## src/rtl/dr_flag_capture_pkg.sv

```systemverilog
// Shared definitions for the dual-rail flag capture stage.
// Contents:
//   DR_* rail-code constants for one dual-rail pair {true, false}.
//   state_t, the two capture FSM states.
//   Pair helper functions used by the synchronizer's completion detector.
package dr_flag_capture_pkg;

  localparam logic [1:0] DR_NULL = 2'b00;
  localparam logic [1:0] DR_ONE  = 2'b10;
  localparam logic [1:0] DR_ZERO = 2'b01;
  localparam logic [1:0] DR_ILL  = 2'b11;

  typedef enum logic {
    WAIT_DATA = 1'b0,
    WAIT_NULL = 1'b1
  } state_t;

  // A pair carries DATA (legal or not) as soon as either rail is high.
  function automatic logic dr_pair_present(input logic [1:0] pair);
    return pair != DR_NULL;
  endfunction

  function automatic logic dr_pair_illegal(input logic [1:0] pair);
    return (pair != DR_ONE) && (pair != DR_ZERO) && (pair != DR_NULL);
  endfunction

endpackage

```

## src/rtl/dr_flag_capture_if.sv

```systemverilog
// Single-rail valid/ready output bus of the capture stage.
// Handshake: a word transfers on every rising edge where o_valid && o_ready.
// While o_valid is high and o_ready is low, o_result/o_flag hold steady.
// Signals:
//   o_valid  - word available (master drives)
//   o_ready  - consumer accepts (slave drives)
//   o_result - single-rail result, WIDTH bits
//   o_flag   - single-rail flag
interface dr_flag_capture_if #(
  parameter int WIDTH = 2
) ();
  logic             o_valid;
  logic             o_ready;
  logic [WIDTH-1:0] o_result;
  logic             o_flag;

  modport master (output o_valid, output o_result, output o_flag, input o_ready);
  modport slave  (input o_valid, input o_result, input o_flag, output o_ready);
endinterface

```

## src/rtl/dr_flag_capture_sync_stable.sv

```systemverilog
// Two-flop synchronizer for a bundle of dual-rail pairs plus a third
// history stage used to detect that the synchronized code has settled.
// Ports:
//   clk, rst_n  - clock, async active-low reset (all stages reset to NULL)
//   rails_i     - raw asynchronous rails, PAIRS pairs of {true, false}
//   rails_o     - synchronized rails (s2)
//   stable_o    - s2 equal to previous s2 (s3)
//   complete_o  - stable and no pair is NULL
//   null_o      - stable and every pair is NULL
//   bad_o       - complete and at least one pair is 11
module dr_sync_stable
  import dr_flag_capture_pkg::*;
#(
  parameter int PAIRS = 3
) (
  input  logic               clk,
  input  logic               rst_n,
  input  logic [2*PAIRS-1:0] rails_i,
  output logic [2*PAIRS-1:0] rails_o,
  output logic               stable_o,
  output logic               complete_o,
  output logic               null_o,
  output logic               bad_o
);

  logic [2*PAIRS-1:0] s1_q, s2_q, s3_q;
  logic               all_present, all_null, any_ill;

  always_ff @(posedge clk or negedge rst_n) begin
    if (!rst_n) begin
      s1_q <= '0;
      s2_q <= '0;
      s3_q <= '0;
    end else begin
      s1_q <= rails_i;
      s2_q <= s1_q;
      s3_q <= s2_q;
    end
  end

  always_comb begin
    all_present = 1'b1;
    all_null    = 1'b1;
    any_ill     = 1'b0;
    for (int i = 0; i < PAIRS; i++) begin
      if (dr_pair_present(s2_q[2*i +: 2])) all_null    = 1'b0;
      else                                 all_present = 1'b0;
      if (dr_pair_illegal(s2_q[2*i +: 2])) any_ill     = 1'b1;
    end
  end

  // Requiring two equal consecutive samples filters single-cycle glitches
  // and partially arrived waves caught mid-transition.
  assign rails_o    = s2_q;
  assign stable_o   = (s2_q == s3_q);
  assign complete_o = stable_o && all_present;
  assign null_o     = stable_o && all_null;
  assign bad_o      = complete_o && any_ill;

endmodule

```

## src/rtl/dr_flag_capture.sv

```systemverilog
// Clocked consumer of the dual-rail ALU flag detector. Captures a complete
// dual-rail {flag, result} wave, converts it to single rail, offers it on a
// valid/ready bus, and returns a four-phase ack to the dual-rail pipeline.
// Ports:
//   clk, rst_n    - clock, async active-low reset
//   in_result_dr  - dual-rail result, pair i = {[2i+1] true, [2i] false}
//   in_flag_dr    - dual-rail flag, {[1] true, [0] false}
//   ack_o         - four-phase acknowledge upstream
//   out_bus       - valid/ready single-rail output (o_valid/o_ready/o_result/o_flag)
//   err_illegal   - sticky: an 11 rail code was seen in a complete wave
//   word_cnt      - words delivered to o_valid, wraps
//   dbg_state_o   - current FSM state
module dr_flag_capture
  import dr_flag_capture_pkg::*;
#(
  parameter int WIDTH = 2,
  parameter int CNT_W = 8
) (
  input  logic                  clk,
  input  logic                  rst_n,
  input  logic [2*WIDTH-1:0]    in_result_dr,
  input  logic [1:0]            in_flag_dr,
  output logic                  ack_o,
  dr_flag_capture_if.master     out_bus,
  output logic                  err_illegal,
  output logic [CNT_W-1:0]      word_cnt,
  output state_t                dbg_state_o
);

  localparam int PAIRS = WIDTH + 1;

  logic [2*PAIRS-1:0] rails_s;
  logic               stable_s, complete_s, null_s, bad_s;

  // Flag occupies the top pair of the synchronized bundle.
  dr_sync_stable #(.PAIRS(PAIRS)) u_sync (
    .clk        (clk),
    .rst_n      (rst_n),
    .rails_i    ({in_flag_dr, in_result_dr}),
    .rails_o    (rails_s),
    .stable_o   (stable_s),
    .complete_o (complete_s),
    .null_o     (null_s),
    .bad_o      (bad_s)
  );

  state_t             state_q, state_d;
  logic               ack_q, ack_d;
  logic               valid_q, valid_d;
  logic [WIDTH-1:0]   result_q, result_d;
  logic               flag_q, flag_d;
  logic               err_q, err_d;
  logic [CNT_W-1:0]   cnt_q, cnt_d;
  logic [WIDTH-1:0]   result_true;
  logic               slot_free;

  always_comb begin
    result_true = '0;
    for (int i = 0; i < WIDTH; i++) result_true[i] = rails_s[2*i+1];
  end

  assign slot_free = !valid_q || out_bus.o_ready;

  always_ff @(posedge clk or negedge rst_n) begin
    if (!rst_n) begin
      state_q  <= WAIT_DATA;
      ack_q    <= 1'b0;
      valid_q  <= 1'b0;
      result_q <= '0;
      flag_q   <= 1'b0;
      err_q    <= 1'b0;
      cnt_q    <= '0;
    end else begin
      state_q  <= state_d;
      ack_q    <= ack_d;
      valid_q  <= valid_d;
      result_q <= result_d;
      flag_q   <= flag_d;
      err_q    <= err_d;
      cnt_q    <= cnt_d;
    end
  end

  always_comb begin
    state_d  = state_q;
    ack_d    = ack_q;
    valid_d  = valid_q;
    result_d = result_q;
    flag_d   = flag_q;
    err_d    = err_q;
    cnt_d    = cnt_q;

    // Consumer drains the held word; a capture below may refill it.
    if (valid_q && out_bus.o_ready) valid_d = 1'b0;

    unique case (state_q)
      WAIT_DATA: begin
        if (complete_s && bad_s) begin
          // Illegal wave is acknowledged so upstream can return to NULL,
          // independent of output backpressure.
          err_d   = 1'b1;
          ack_d   = 1'b1;
          state_d = WAIT_NULL;
        end else if (complete_s && slot_free) begin
          result_d = result_true;
          flag_d   = rails_s[2*WIDTH+1];
          valid_d  = 1'b1;
          ack_d    = 1'b1;
          cnt_d    = cnt_q + CNT_W'(1);
          state_d  = WAIT_NULL;
        end
        // Complete but no free slot: withholding ack stalls upstream.
      end
      WAIT_NULL: begin
        if (null_s) begin
          ack_d   = 1'b0;
          state_d = WAIT_DATA;
        end
      end
      default: state_d = WAIT_DATA;
    endcase
  end

  assign ack_o            = ack_q;
  assign out_bus.o_valid  = valid_q;
  assign out_bus.o_result = result_q;
  assign out_bus.o_flag   = flag_q;
  assign err_illegal      = err_q;
  assign word_cnt         = cnt_q;
  assign dbg_state_o      = state_q;

endmodule

```

## src/flat_wrapper.sv

```systemverilog
// flat-port wrapper written by rule: the top's interface ports become plain ports
module dr_flag_capture_flat import dr_flag_capture_pkg::*;
#(
  parameter int WIDTH = 2,
  parameter int CNT_W = 8
)
  (clk, rst_n, in_result_dr, in_flag_dr, ack_o, err_illegal, word_cnt, dbg_state_o, out_bus_o_valid, out_bus_o_result, out_bus_o_flag, out_bus_o_ready);
  dr_flag_capture_if #(.WIDTH(WIDTH)) out_bus_i ();
  input  logic clk;
  input  logic rst_n;
  input  logic [2*WIDTH-1:0] in_result_dr;
  input  logic [1:0] in_flag_dr;
  output logic ack_o;
  output logic err_illegal;
  output logic [CNT_W-1:0] word_cnt;
  output state_t dbg_state_o;
  output wire logic [$bits(out_bus_i.o_valid)-1:0] out_bus_o_valid;
  output wire logic [$bits(out_bus_i.o_result)-1:0] out_bus_o_result;
  output wire logic [$bits(out_bus_i.o_flag)-1:0] out_bus_o_flag;
  input wire logic [$bits(out_bus_i.o_ready)-1:0] out_bus_o_ready;
  assign out_bus_o_valid = out_bus_i.o_valid;
  assign out_bus_o_result = out_bus_i.o_result;
  assign out_bus_o_flag = out_bus_i.o_flag;
  assign out_bus_i.o_ready = out_bus_o_ready;
  dr_flag_capture #(.WIDTH(WIDTH), .CNT_W(CNT_W)) u_core (.clk(clk), .rst_n(rst_n), .in_result_dr(in_result_dr), .in_flag_dr(in_flag_dr), .ack_o(ack_o), .out_bus(out_bus_i), .err_illegal(err_illegal), .word_cnt(word_cnt), .dbg_state_o(dbg_state_o));
endmodule
```

## config.mk

```make
export PLATFORM = sky130hd
export DESIGN_NAME = dr_flag_capture_flat
export DESIGN_NICKNAME = d
export VERILOG_FILES = /design/src/rtl/dr_flag_capture_pkg.sv /design/src/rtl/dr_flag_capture_if.sv /design/src/rtl/dr_flag_capture_sync_stable.sv /design/src/rtl/dr_flag_capture.sv /design/src/flat_wrapper.sv
export SDC_FILE = /design/constraint.sdc
export NUM_CORES = 1
export LEC_CHECK = 0
export ABC_AREA = 1
export CORE_MARGIN = 2
export CORE_UTILIZATION = 39
export DETAILED_ROUTE_END_ITERATION = 10
export HOLD_SLACK_MARGIN = 0.02
export PLACE_DENSITY = 0.67
export SLEW_MARGIN = 20
export SYNTH_ARGS = -nofsm -noshare
export SYNTH_HDL_FRONTEND = slang
export SYNTH_SLANG_ARGS = --single-unit
```

## constraint.sdc

```tcl
create_clock -name clk -period 2.53 [get_ports clk]
set_clock_uncertainty 0.1 [all_clocks]
set_input_delay 0.759 -clock clk [delete_from_list [all_inputs] [get_ports clk]]
set_output_delay 0.759 -clock clk [all_outputs]
set_load 0.01 [all_outputs]
```

==> results of run 1 <==
-- placed cells by master, fill, tap and decap left out, drive strengths merged --
cell type / Yosys / routed
o21ai: 1 / 1
xor2: 3 / 3
clkbuf: 0 / 7
nand4: 10 / 10
inv: 26 / 26
nor3: 4 / 4
nand3b: 1 / 1
bufinv: 0 / 1
o211ai: 1 / 1
clkdlybuf4s50: 0 / 23
o21bai: 1 / 1
nor2: 11 / 11
dfrtp: 33 / 33
nand3: 5 / 5
xnor2: 2 / 2
nand2: 60 / 60
buf: 0 / 1
ha: 1 / 1
-- final cells by class --
class / instances / area (µm²)
Sequential cell: 33 / 826
Tap cell: 48 / 60.1
Timing Repair Buffer: 24 / 238
Clock buffer: 7 / 86.3
Clock inverter: 1 / 30.0
Fill cell: 336 / 1750
Inverter: 26 / 97.6
Multi-Input combinational cell: 100 / 523
-- through the flow --
stage,util [%],worst slack (ns),std cells
floorplan,-,0.960,159
global placement,48.4,0.408,231
detailed placement,48.4,0.377,231
CTS,51.6,0.372,239
global route,51.6,0.321,239
finish,51.6,0.381,239
-- layer usage --
layer,track usage (%),vias up,share of wire [%]
li1,-,553,-
met1,18.1,515,44
met2,25.3,27,48
met3,5.56,6,5.4
met4,7.98,0,2.7
met5,0,-,0
-- power by group through the flow --
stage          logic [mW]  clock network (mW)  registers (mW)
5_1_grt             0.177               0.547           0.600
3_3_place_gp        0.155                   0           0.601
3_5_place_dp        0.159                   0           0.603
2_1_floorplan      0.0708                   0           0.606
6_report            0.158               0.504           0.593
4_1_cts             0.160               0.518           0.593
-- worst paths after layout --
| kind | from | end | slack (ns) | cells after the start |
|---|---|---|---|---|
| setup / recovery | u_core.word_cnt[5] | word_cnt[5] | 0.38 | 1 |
| hold / removal | u_core.u_sync.s1_q[4] | u_core.u_sync.rails_o[4] | 0.25 | 0 |
| setup reg to reg | u_core.u_sync.rails_o[3] | u_core.word_cnt[6] | 0.90 | 9 |
| hold reg to reg | u_core.u_sync.s1_q[4] | u_core.u_sync.rails_o[4] | 0.25 | 0 |
| max in group asynchronous | rst_n | u_core.out_bus.o_valid | 1.27 | 2 |
| min in group asynchronous | rst_n | u_core.u_sync.s1_q[0] | 0.76 | 2 |
-- sequential cells by signal, indices dropped and copies added (netlist names) --
name and count:
u_core.out_bus.o_result 2, u_core.u_sync.s3_q 6, u_core.u_sync.rails_o 6, u_core.out_bus.o_valid 1, u_core.dbg_state_o 1, u_core.err_illegal 1, u_core.word_cnt 8, u_core.ack_o 1
u_core.out_bus.o_flag 1, u_core.u_sync.s1_q 6
-- logic make-up (layout without fill, tap and decap cells) --
kind of cell	after synthesis	in the layout
adders and majority gates	1	1
buffers and inverters	26	58
xor gates and xnor gates	5	5
and+or+nand+nor	91	91
AOI/OAI and AO/OA	3	3
DFF	33	33
==> results.json, run 1 <==
{
  "status": "finished, final reports clean",
  "viasPerCell": 4.61,
  "wl_per_cell_um": 11.3,
  "drt_iter0_markers": 45,
  "drv_slew": 0,
  "grtUsageTotal_pct": 15.6,
  "crit_arrival_ns": 1.29,
  "core-area_um2": 3610,
  "synth_seq_cells": 33,
  "clk_latency_ns": 0.28,
  "crit_type": "flop to output port",
  "worstPathRequired_ns": 1.67,
  "synth_top_family_by_area": "simple AND/OR/NAND/NOR gates",
  "netSwitchingFraction_pct": 23.8,
  "grt_pass1_vias": 1113,
  "clock-root-buffer": "clkbuf_8",
  "drive_gt1_share_pct": 11.5,
  "power_density_nw_per_um2": 675,
  "antenna_found_initial": 0,
  "hp-class": "flop to flop",
  "clk_pin_slew_ns": 0.06,
  "fp.dieH_um": 64.9,
  "placed_area_um2": 1740,
  "synth_edf_count": 0,
  "power.internal_mw": 0.956,
  "relSlewSlack_pct": 73.0,
  "rsz0062_at_grt": "no",
  "synth_most_common_cell": "nand2_1",
  "wirelength_um": 2710,
  "path_cells": "clkdlybuf4s50_1",
  "gp_congestion": 0.843,
  "synthMuxAreaShare_pct": 0,
  "ant_nets": 0,
  "cts_buffers": 5,
  "drtPass1Iterations": 4,
  "grt_overflow": 0,
  "synthTopCellsByCount": "nand2_1, dfrtp_1, inv_1, nand4_1",
  "power_frac_clock_pct": 40.2,
  "cp_num_buf_inv": 1,
  "fin_crit_sh_pct": 84.9,
  "initial_utilization_pct": 40.1,
  "cts_tree": "yes",
  "synthFlopType": "dfrtp_1",
  "fp-row-count": 22,
  "post_cts_buffers": 0,
  "finalHoldViolCount": 0,
  "crit_family": "buffers and inverters",
  "postCtsHoldBufs": 0,
  "cts_sinks": 33,
  "synth_compound_area_share_pct": 1.38,
  "synth_warnings": 0,
  "yosys.area.top_type": "dfrtp_1",
  "vias": 1101,
  "nets": 200,
  "yosys.area_share.adder_pct": 0.865,
  "synth_xor_area_share_pct": 3.03,
  "port_buffers": 23,
  "setup_tns_ns": 0,
  "p_leak_nw": 0.939,
  "comb_power_share_pct": 12.6,
  "synth_area_um2": 1450,
  "syn-num-nets": 169,
  "hpwl_um": 2000,
  "grt_start_max_net_pins": 34,
  "irDropWorstVdd_uv": 378,
  "grt_first_pass_wirelength_um": 4890,
  "cts_buffer_depth": 2,
  "syn_area_per_cell_um2": 9.10,
  "period_needed_ns": 2.15,
  "finalSetupViolCount": 0,
  "drv_cap": 0,
  "p_sw_mw": 0.299,
  "die_area_um2": 4210,
  "stdcell_area_um2": 1860,
  "synth_area_leaders": "dfrtp_1, nand2_1, inv_1",
  "synth_cells": 159,
  "synthSimpleGateAreaFrac_pct": 30.9,
  "io_pins": 24,
  "tightestPinTransition_ns": 0.405,
  "critical_path_peak_fanout": 5,
  "drc": 0,
  "seq_area_frac_synth_pct": 57.1,
  "seqPwrFrac_pct": 47.3,
  "slowest_delay_ns": 0.57,
  "antenna_cells": 0,
  "die_w_um": 64.9,
  "hold-worst-slack_ns": 0.248,
  "start_kind": "flop",
  "fmax_ghz": 0.465,
  "ys_types": 21,
  "finalPower_mw": 1.26,
  "synthArstFlopShare_pct": 100,
  "endpoint_kind": "output port",
  "crit_path_top_delay_cell": "clkdlybuf4s50_1",
  "post_cts_resized": 0,
  "synth_top_area_share_pct": 57.1,
  "cts_htree_levels": 2,
  "area_growth_pct": 28.6
}
(Power assumes the default switching activity.)
==> run 2, diff against run 1 <==
==> constraint.sdc (replaced) <==
create_clock -name clk -period 2 [get_ports clk]
set_clock_uncertainty 0.1 [all_clocks]
set_input_delay 0.6 -clock clk [delete_from_list [all_inputs] [get_ports clk]]
set_output_delay 0.6 -clock clk [all_outputs]
set_load 0.01 [all_outputs]
==> results.json, run 2 (synthesized netlist as in run 1, its figures left out) <==
{
  "path_cells": "clkdlybuf4s50_1",
  "ff2ff_path_depth": 9,
  "cp_num_buf_inv": 1,
  "ant_nets": 0,
  "fin_util_pct": 52.8,
  "cts_sinks": 33,
  "drc": 0,
  "min_to": "u_core.u_sync.rails_o[1]",
  "cts_buffer_depth": 2,
  "drv_slew": 0,
  "wirelength_um": 2670,
  "fp.dieH_um": 64.9,
  "area_growth_pct": 31.7,
  "drtPass1Iterations": 4,
  "vias": 1102,
  "netSwitchingFraction_pct": 23.2,
  "antenna_cells": 0,
  "gp_congestion": 0.822,
  "hpwl_um": 1930,
  "die_area_um2": 4210,
  "die_w_um": 64.9,
  "nets": 205,
  "layout_common_cells": "nand2_1, dfrtp_1, inv_1, clkdlybuf4s50_1, nand4_1",
  "stdcell_area_um2": 1900,
  "crit_type": "flop to output port",
  "r2r_end": "u_core.out_bus.o_result[1]",
  "endpoint_kind": "output port",
  "clk_latency_ns": 0.28,
  "fin_crit_sh_pct": 96.4,
  "irDropWorstVdd_uv": 491,
  "placed_area_um2": 1740,
  "power_frac_clock_pct": 39.3,
  "cts_tree": "yes",
  "io_pins": 24,
  "crit_start": "u_core.word_cnt[5]",
  "slowest_delay_ns": 0.55,
  "antenna_found_initial": 0,
  "postCtsHoldBufs": 0,
  "wl_per_cell_um": 10.9,
  "fp-row-count": 22,
  "clock-root-buffer": "clkbuf_8",
  "status": "finished, final reports clean",
  "largest_reg_flops": 8,
  "period_needed_ns": 1.93,
  "seqPwrFrac_pct": 46.6,
  "clk_pin_slew_ns": 0.07,
  "rsz0062_at_grt": "no",
  "power_density_nw_per_um2": 838,
  "hold-path-cell-count": 0,
  "crit_family": "buffers and inverters",
  "setup_tns_ns": 0,
  "hp-class": "flop to flop",
  "cts_htree_levels": 2,
  "core-area_um2": 3610,
  "min_from": "u_core.u_sync.s1_q[1]",
  "r2r_slack_ns": 0.38,
  "p_sw_mw": 0.370,
  "crit_path_top_delay_cell": "clkdlybuf4s50_1",
  "port_buffers": 23,
  "grt_first_pass_wirelength_um": 4800,
  "cts_buffers": 5,
  "start_kind": "flop",
  "comb_power_share_pct": 14.1,
  "fmax_ghz": 0.519,
  "power.internal_mw": 1.23,
  "finalHoldViolCount": 0,
  "grt_start_max_net_pins": 34,
  "grtUsageTotal_pct": 15.0,
  "worstReg2RegStart": "u_core.u_sync.rails_o[3]",
  "viasPerCell": 4.52,
  "drive_gt1_share_pct": 14.3,
  "initial_utilization_pct": 40.1,
  "grt_pass1_vias": 1109,
  "crit_arrival_ns": 1.23,
  "relSlewSlack_pct": 73.8,
  "worstPathRequired_ns": 1.30,
  "p_leak_nw": 1.00,
  "drt_iter0_markers": 77,
  "cp_num_cells": 1,
  "grt_overflow": 0,
  "drv_cap": 0,
  "critical_path_peak_fanout": 5,
  "tightestPinTransition_ns": 0.392,
  "finalSetupViolCount": 0,
  "final_common_cell": "nand2_1"
}
==> run 2: cell count changes in the layout (fill, tap and decap cells not counted), sizes merged <==
cell,previous run,this run
dlymetal6s2s,0,2
buf,1,6
clkdlybuf4s50,23,21
==> run 2: layer usage <==
layer / part of all wire (%) / up-vias / track usage (%) / routed length (µm)
li1: - / 558 / - / -
met1: 46 / 514 / 17.1 / 1220
met2: 47 / 26 / 25.5 / 1260
met3: 4.5 / 4 / 4.86 / 120
met4: 2.5 / 0 / 6.65 / 68
met5: 0 / - / 0 / 0
==> run 2: how the worst max path moves through the flow <==
| stage | to | slack (ns) |
|---|---|---|
| 6_report | word_cnt[5] | 0.07 |
| 5_1_grt | word_cnt[7] | 0.02 |
| 4_1_cts | word_cnt[5] | 0.01 |
| 3_5_place_dp | u_core.out_bus.o_result[1] | 0.006 |
| 3_3_place_gp | u_core.out_bus.o_flag | 0.04 |
| 2_1_floorplan | u_core.word_cnt[0] | 0.59 |
==> run 2: area by class of cell <==
type                            instances  area (µm²)
Clock buffer                            7        86.3
Clock inverter                          1        30.0
Fill cell                             324        1700
Inverter                               26        97.6
Multi-Input combinational cell        100         523
Sequential cell                        33         827
Tap cell                               48        60.1
Timing Repair Buffer                   29         280
==> run 2: metrics by stage <==
stage	power (mW)	setup slack (ns)	hold slack, ns	instances
2_1_floorplan	0.856	0.589	0.204	159
3_3_place_gp	0.956	0.0374	0.233	231
3_5_place_dp	0.963	0.00624	0.236	231
4_1_cts	1.60	0.0117	0.245	239
5_1_grt	1.69	0.0205	0.257	244
6_report	1.60	0.0715	0.241	244
==> run 2: repair_timing <==
item | 4_1_cts | 5_1_grt
setup endpoints to repair | 0 | 7
gates resized for setup | 0 | 3
buffers inserted | 0 | 5
==> run 2: power by group through the flow <==
stage,Combinational (mW),Clock (mW),Sequential (mW)
detailed placement,0.201,0,0.762
floorplan,0.0895,0,0.767
global placement,0.196,0,0.760
global route,0.250,0.688,0.751
CTS,0.202,0.644,0.750
finish,0.225,0.626,0.744
==> run 3, diff against run 2 <==
--- a/config.mk
+++ b/config.mk
@@ -10,6 +10,7 @@
 export CORE_UTILIZATION = 39
 export DETAILED_ROUTE_END_ITERATION = 10
 export HOLD_SLACK_MARGIN = 0.02
+export MAX_ROUTING_LAYER = met4
 export PLACE_DENSITY = 0.67
 export SLEW_MARGIN = 20
 export SYNTH_ARGS = -nofsm -noshare
==> results.json, run 3 (synthesized netlist as in run 1, its figures left out) <==
{
  "initial_utilization_pct": 40.1,
  "power_density_nw_per_um2": 838,
  "met3_length_um": 120,
  "antenna_found_initial": 0,
  "crit_family": "buffers and inverters",
  "seqPwrFrac_pct": 46.7,
  "die_area_um2": 4210,
  "final_common_cell": "nand2_1",
  "fillers": 324,
  "layout_common_cells": "nand2_1, dfrtp_1, inv_1, clkdlybuf4s50_1, nand4_1",
  "rsz0062_at_grt": "no",
  "critical_path_peak_fanout": 5,
  "grt_start_max_net_pins": 34,
  "wl_met2_um": 1270,
  "p_sw_mw": 0.369,
  "viasPerCell": 4.54,
  "cts_sinks": 33,
  "status": "finished, final reports clean",
  "gp_congestion": 0.835,
  "start_kind": "flop",
  "r2r_end": "u_core.out_bus.o_result[1]",
  "slowest_delay_ns": 0.55,
  "fmax_ghz": 0.519,
  "crit_start": "u_core.word_cnt[5]",
  "fin_util_pct": 52.8,
  "finalSetupViolCount": 0,
  "wirelength_um": 2660,
  "crit_arrival_ns": 1.23,
  "ant_nets": 0,
  "core-area_um2": 3610,
  "hpwl_um": 1930,
  "cts_buffers": 5,
  "cts_tree": "yes",
  "grt_first_pass_wirelength_um": 4810,
  "clk_pin_slew_ns": 0.07,
  "power.internal_mw": 1.23,
  "drc": 0,
  "drt_iter0_markers": 72,
  "worstPathRequired_ns": 1.30,
  "drv_slew": 0,
  "fin_crit_sh_pct": 96.4,
  "crit_path_top_delay_cell": "clkdlybuf4s50_1",
  "setup_tns_ns": 0,
  "grt_pass1_vias": 1106,
  "comb_power_share_pct": 14.1,
  "grtUsageTotal_pct": 15.4,
  "clk_latency_ns": 0.27,
  "dpl.cell_count": 231,
  "power_frac_clock_pct": 39.3,
  "period_needed_ns": 1.93,
  "path_cells": "clkdlybuf4s50_1",
  "worstReg2RegStart": "u_core.u_sync.rails_o[3]",
  "clock-root-buffer": "clkbuf_8",
  "drv_cap": 0,
  "wl_per_cell_um": 10.9,
  "cts_buffer_depth": 2,
  "cp_num_cells": 1,
  "vias": 1107,
  "ff2ff_path_depth": 9,
  "tightestPinTransition_ns": 0.393,
  "port_buffers": 23,
  "largest_reg_flops": 8,
  "endpoint_kind": "output port",
  "relSlewSlack_pct": 73.8,
  "drive_gt1_share_pct": 14.3,
  "r2r_slack_ns": 0.38,
  "cp_num_buf_inv": 1,
  "fp.dieH_um": 64.9,
  "dr.max_layer_used": "met4",
  "area_growth_pct": 31.7,
  "io_pins": 24,
  "cts_htree_levels": 2,
  "grt_overflow": 0,
  "nets": 205,
  "crit_type": "flop to output port",
  "hp-class": "flop to flop",
  "fp-row-count": 22,
  "irDropWorstVdd_uv": 491,
  "hold-path-cell-count": 0,
  "finalHoldViolCount": 0,
  "p_leak_nw": 1.00,
  "wl_met1_um": 1200,
  "postCtsHoldBufs": 0,
  "netSwitchingFraction_pct": 23.2,
  "die_w_um": 64.9,
  "drtPass1Iterations": 4,
  "stdcell_count": 244,
  "antenna_cells": 0,
  "cp-endpoint": "word_cnt[5]"
}
## run 3: what timing repair did
action / CTS / global route
endpoints found under the setup margin: 0 / 7
setup buffers: 0 / 5
gates resized for setup: 0 / 3
endpoints found under the hold margin: 0 / 0
## run 3: layout make-up
cell class	count	area [µm²]	share of cell area [%]
Multi-Input combinational cell	100	523	27.5
Inverter	26	97.6	5.12
Tap cell	48	60.1	3.15
Clock inverter	1	30.0	1.58
Clock buffer	7	86.3	4.53
Timing Repair Buffer	29	280	14.7
Sequential cell	33	827	43.4
## run 3: worst min-delay path by stage
stage / startpoint / to / slack (ns)
floorplan: rst_n / u_core.ack_o / 0.20
global placement: u_core.u_sync.s1_q[0] / u_core.u_sync.rails_o[0] / 0.23
detailed placement: u_core.u_sync.s1_q[1] / u_core.u_sync.rails_o[1] / 0.24
CTS: u_core.u_sync.s1_q[1] / u_core.u_sync.rails_o[1] / 0.25
global route: u_core.u_sync.s1_q[5] / u_core.u_sync.rails_o[5] / 0.26
finish: u_core.u_sync.s1_q[1] / u_core.u_sync.rails_o[1] / 0.24
## run 3: power groups by stage
stage | clock [mW] | sequential [mW] | combinational [mW]
final | 0.626 | 0.744 | 0.224
after global placement | 0 | 0.760 | 0.196
after floorplan | 0 | 0.767 | 0.0895
after global routing | 0.688 | 0.751 | 0.250
after CTS | 0.644 | 0.750 | 0.202
after detailed placement | 0 | 0.762 | 0.201
## run 3: routing by layer
layer	vias to the layer above	global-route usage [%]
met5	-	-
met4	0	6.65
met1	512	17.2
li1	561	-
met2	30	25.5
met3	4	4.69
## run 3: metrics by stage
step	power [mW]	hold slack [ns]	area [µm²]	setup WS, ns
finish	1.59	0.241	1900	0.0722
global route	1.69	0.257	1900	0.0205
CTS	1.60	0.245	1860	0.0117
detailed placement	0.963	0.236	1740	0.00624
global placement	0.956	0.233	1740	0.0374
floorplan	0.856	0.204	1450	0.589
==> variant, RTL diff (flow settings as in run 1) <==
`WIDTH` is set to 2 in 3 places; all go to 4.
--- a/src/rtl/dr_flag_capture_if.sv
+++ b/src/rtl/dr_flag_capture_if.sv
@@ -7,7 +7,7 @@
 //   o_result - single-rail result, WIDTH bits
 //   o_flag   - single-rail flag
 interface dr_flag_capture_if #(
-  parameter int WIDTH = 2
+  parameter int WIDTH = 4
 ) ();
   logic             o_valid;
   logic             o_ready;
--- a/src/rtl/dr_flag_capture.sv
+++ b/src/rtl/dr_flag_capture.sv
@@ -13,7 +13,7 @@
 module dr_flag_capture
   import dr_flag_capture_pkg::*;
 #(
-  parameter int WIDTH = 2,
+  parameter int WIDTH = 4,
   parameter int CNT_W = 8
 ) (
   input  logic                  clk,
--- a/src/flat_wrapper.sv
+++ b/src/flat_wrapper.sv
@@ -1,7 +1,7 @@
 // flat-port wrapper written by rule: the top's interface ports become plain ports
 module dr_flag_capture_flat import dr_flag_capture_pkg::*;
 #(
-  parameter int WIDTH = 2,
+  parameter int WIDTH = 4,
   parameter int CNT_W = 8
 )
   (clk, rst_n, in_result_dr, in_flag_dr, ack_o, err_illegal, word_cnt, dbg_state_o, out_bus_o_valid, out_bus_o_result, out_bus_o_flag, out_bus_o_ready);
Interface: changed (resized in_result_dr and out_bus_o_result); port bits go from 24 to 30. The function was not compared with the original's and may differ.
==> variant against run 1 <==
Area after synthesis increased by 33%; routed wire length increased by 16%; design area is 29% higher; non-clock buffer count increased by 6; power up 7.0%; setup slack worse by 0.0042 ns; sequential cell count increased by 14; critical path type unchanged.
==> variant: results (changes against run 1) <==
| Metric | Value |
|---|---|
| Root buf cell | clkbuf_8 |
| Global-route track usage on met2 | 0.234 (-0.0185) |
| DR WL/cell | 10.2 microns (-10%) |
| Crit-path slowest cell | clkdlybuf4s50_1 |
| Top cells by area, synth | dfrtp_1 61%, nand2_1 13%, inv_1 5.3% |
| Vias per inst | 4.48 (-2.7%) |
| Seq/Total Area, Yosys | 0.612 (+0.0410) |
| Final nets | 254 (+27%) |
| CTS buffer count | 5 (unchanged) |
| GP Congestion | 0.841 (-0.31%) |
| Peak VDD IR | 0.000460 V (+22%) |
| # port buffers | 29 (+26%) |
| Critical Path Sink | word_cnt[3] |
| WL met1 | 1390 microns (+17%) |
| PD cells | 562 nW/um^2 (-17%) |
| H-tree depth | 2 (unchanged) |
| Crit. Startpoint | u_core.word_cnt[3] |
| Most common library cells after synthesis | 69 x nand2_1, 47 x dfrtp_1, 27 x inv_1 |
| Diodes inserted | 0 (unchanged) |
| Switch share | 0.242 (+0.00338) |
| Grt met3 use | 0.0339 (-0.0217) |
| Layout fillers | 468 (+39%) |
| Worst reg2reg setup slack | 0.64 ns (-0.26 ns) |
| Mapped Nets | 218 (+29%) |
| Pin count of the biggest net entering global routing | 48 (+41%) |
| Clock group power | 0.448 mW (-11%) |
| Clock-pin slew on the worst setup and hold paths | 0.08 ns (+0.02 ns) |
| Top Layer Used | met4 |
| Post-synthesis compound-gate area fraction | 0.0332 (+0.0194) |
| Worst Hold Class | reg2reg |
| Vias in the first global route | 1306 (+17%) |
| Hpwl dp | 2310 microns (+16%) |
| Gr usage total | 0.133 (-0.0233) |
| Post-synthesis xor/xnor area fraction | 0.0137 (-0.0166) |
| Met1 usage | 0.153 (-0.0281) |
| Initial DRT Pass Iterations | 5 (+1) |
| Clock buffer depth | 2 (unchanged) |
| Comb power | 0.0994 mW (-37%) |
| Worst slew pin tran | 0.335 ns (-0.0696 ns) |
| Leak | 1.19 nW (+27%) |
| Crit-path max FO | 5 (unchanged) |
| HP Start | u_core.u_sync.s1_q[4] |
| Post-Synth Adder-Cell Area | 0.00651 (-0.00214) |
| Status | complete, no violations |
| Initial drt markers | 60 (+33%) |
| Synth cell types | 23 (+9.5%) |
| Hold Path Depth | 0 (unchanged) |
| Worst skew pair latency | 0.29 ns |
| Reg2Reg Capture Point | u_core.out_bus.o_result[3] |
| Family with the most delay on the worst path | buffers and inverters |
| Layout cells sized above 1 | 0.137 (+0.0217) |
| Initial antenna violation count | 0 (unchanged) |
| Reg2reg start | u_core.u_sync.rails_o[8] |
| WL met2 | 1570 microns (+21%) |
| Global-route wire length before repair | 5510 microns (+13%) |
| Met3 routed WL | 160 microns (+9.6%) |
variant: area by class of cell:
| cell class | count | area [sq um] | share of cell area |
|---|---|---|---|
| Sequential cell | 47 | 1180 | 0.492 |
| Multi-Input combinational cell | 123 | 611 | 0.255 |
| Timing Repair Buffer | 30 | 305 | 0.128 |
| Inverter | 33 | 124 | 0.0518 |
| Tap cell | 67 | 83.8 | 0.0351 |
| Clock buffer | 5 | 68.8 | 0.0288 |
| Clock inverter | 3 | 22.5 | 0.00942 |
variant: metrics by stage:
| stage | setup WS (ns) | instances | hold slack (ns) | instance area, sq um |
|---|---|---|---|---|
| 6_report | 0.377 | 308 | 0.253 | 2390 |
| 4_1_cts | 0.353 | 308 | 0.256 | 2390 |
| 3_5_place_dp | 0.192 | 300 | 0.235 | 2300 |
| 3_3_place_gp | 0.221 | 300 | 0.232 | 2300 |
| 5_1_grt | 0.328 | 308 | 0.263 | 2390 |
| 2_1_floorplan | 0.888 | 204 | 0.231 | 1920 |
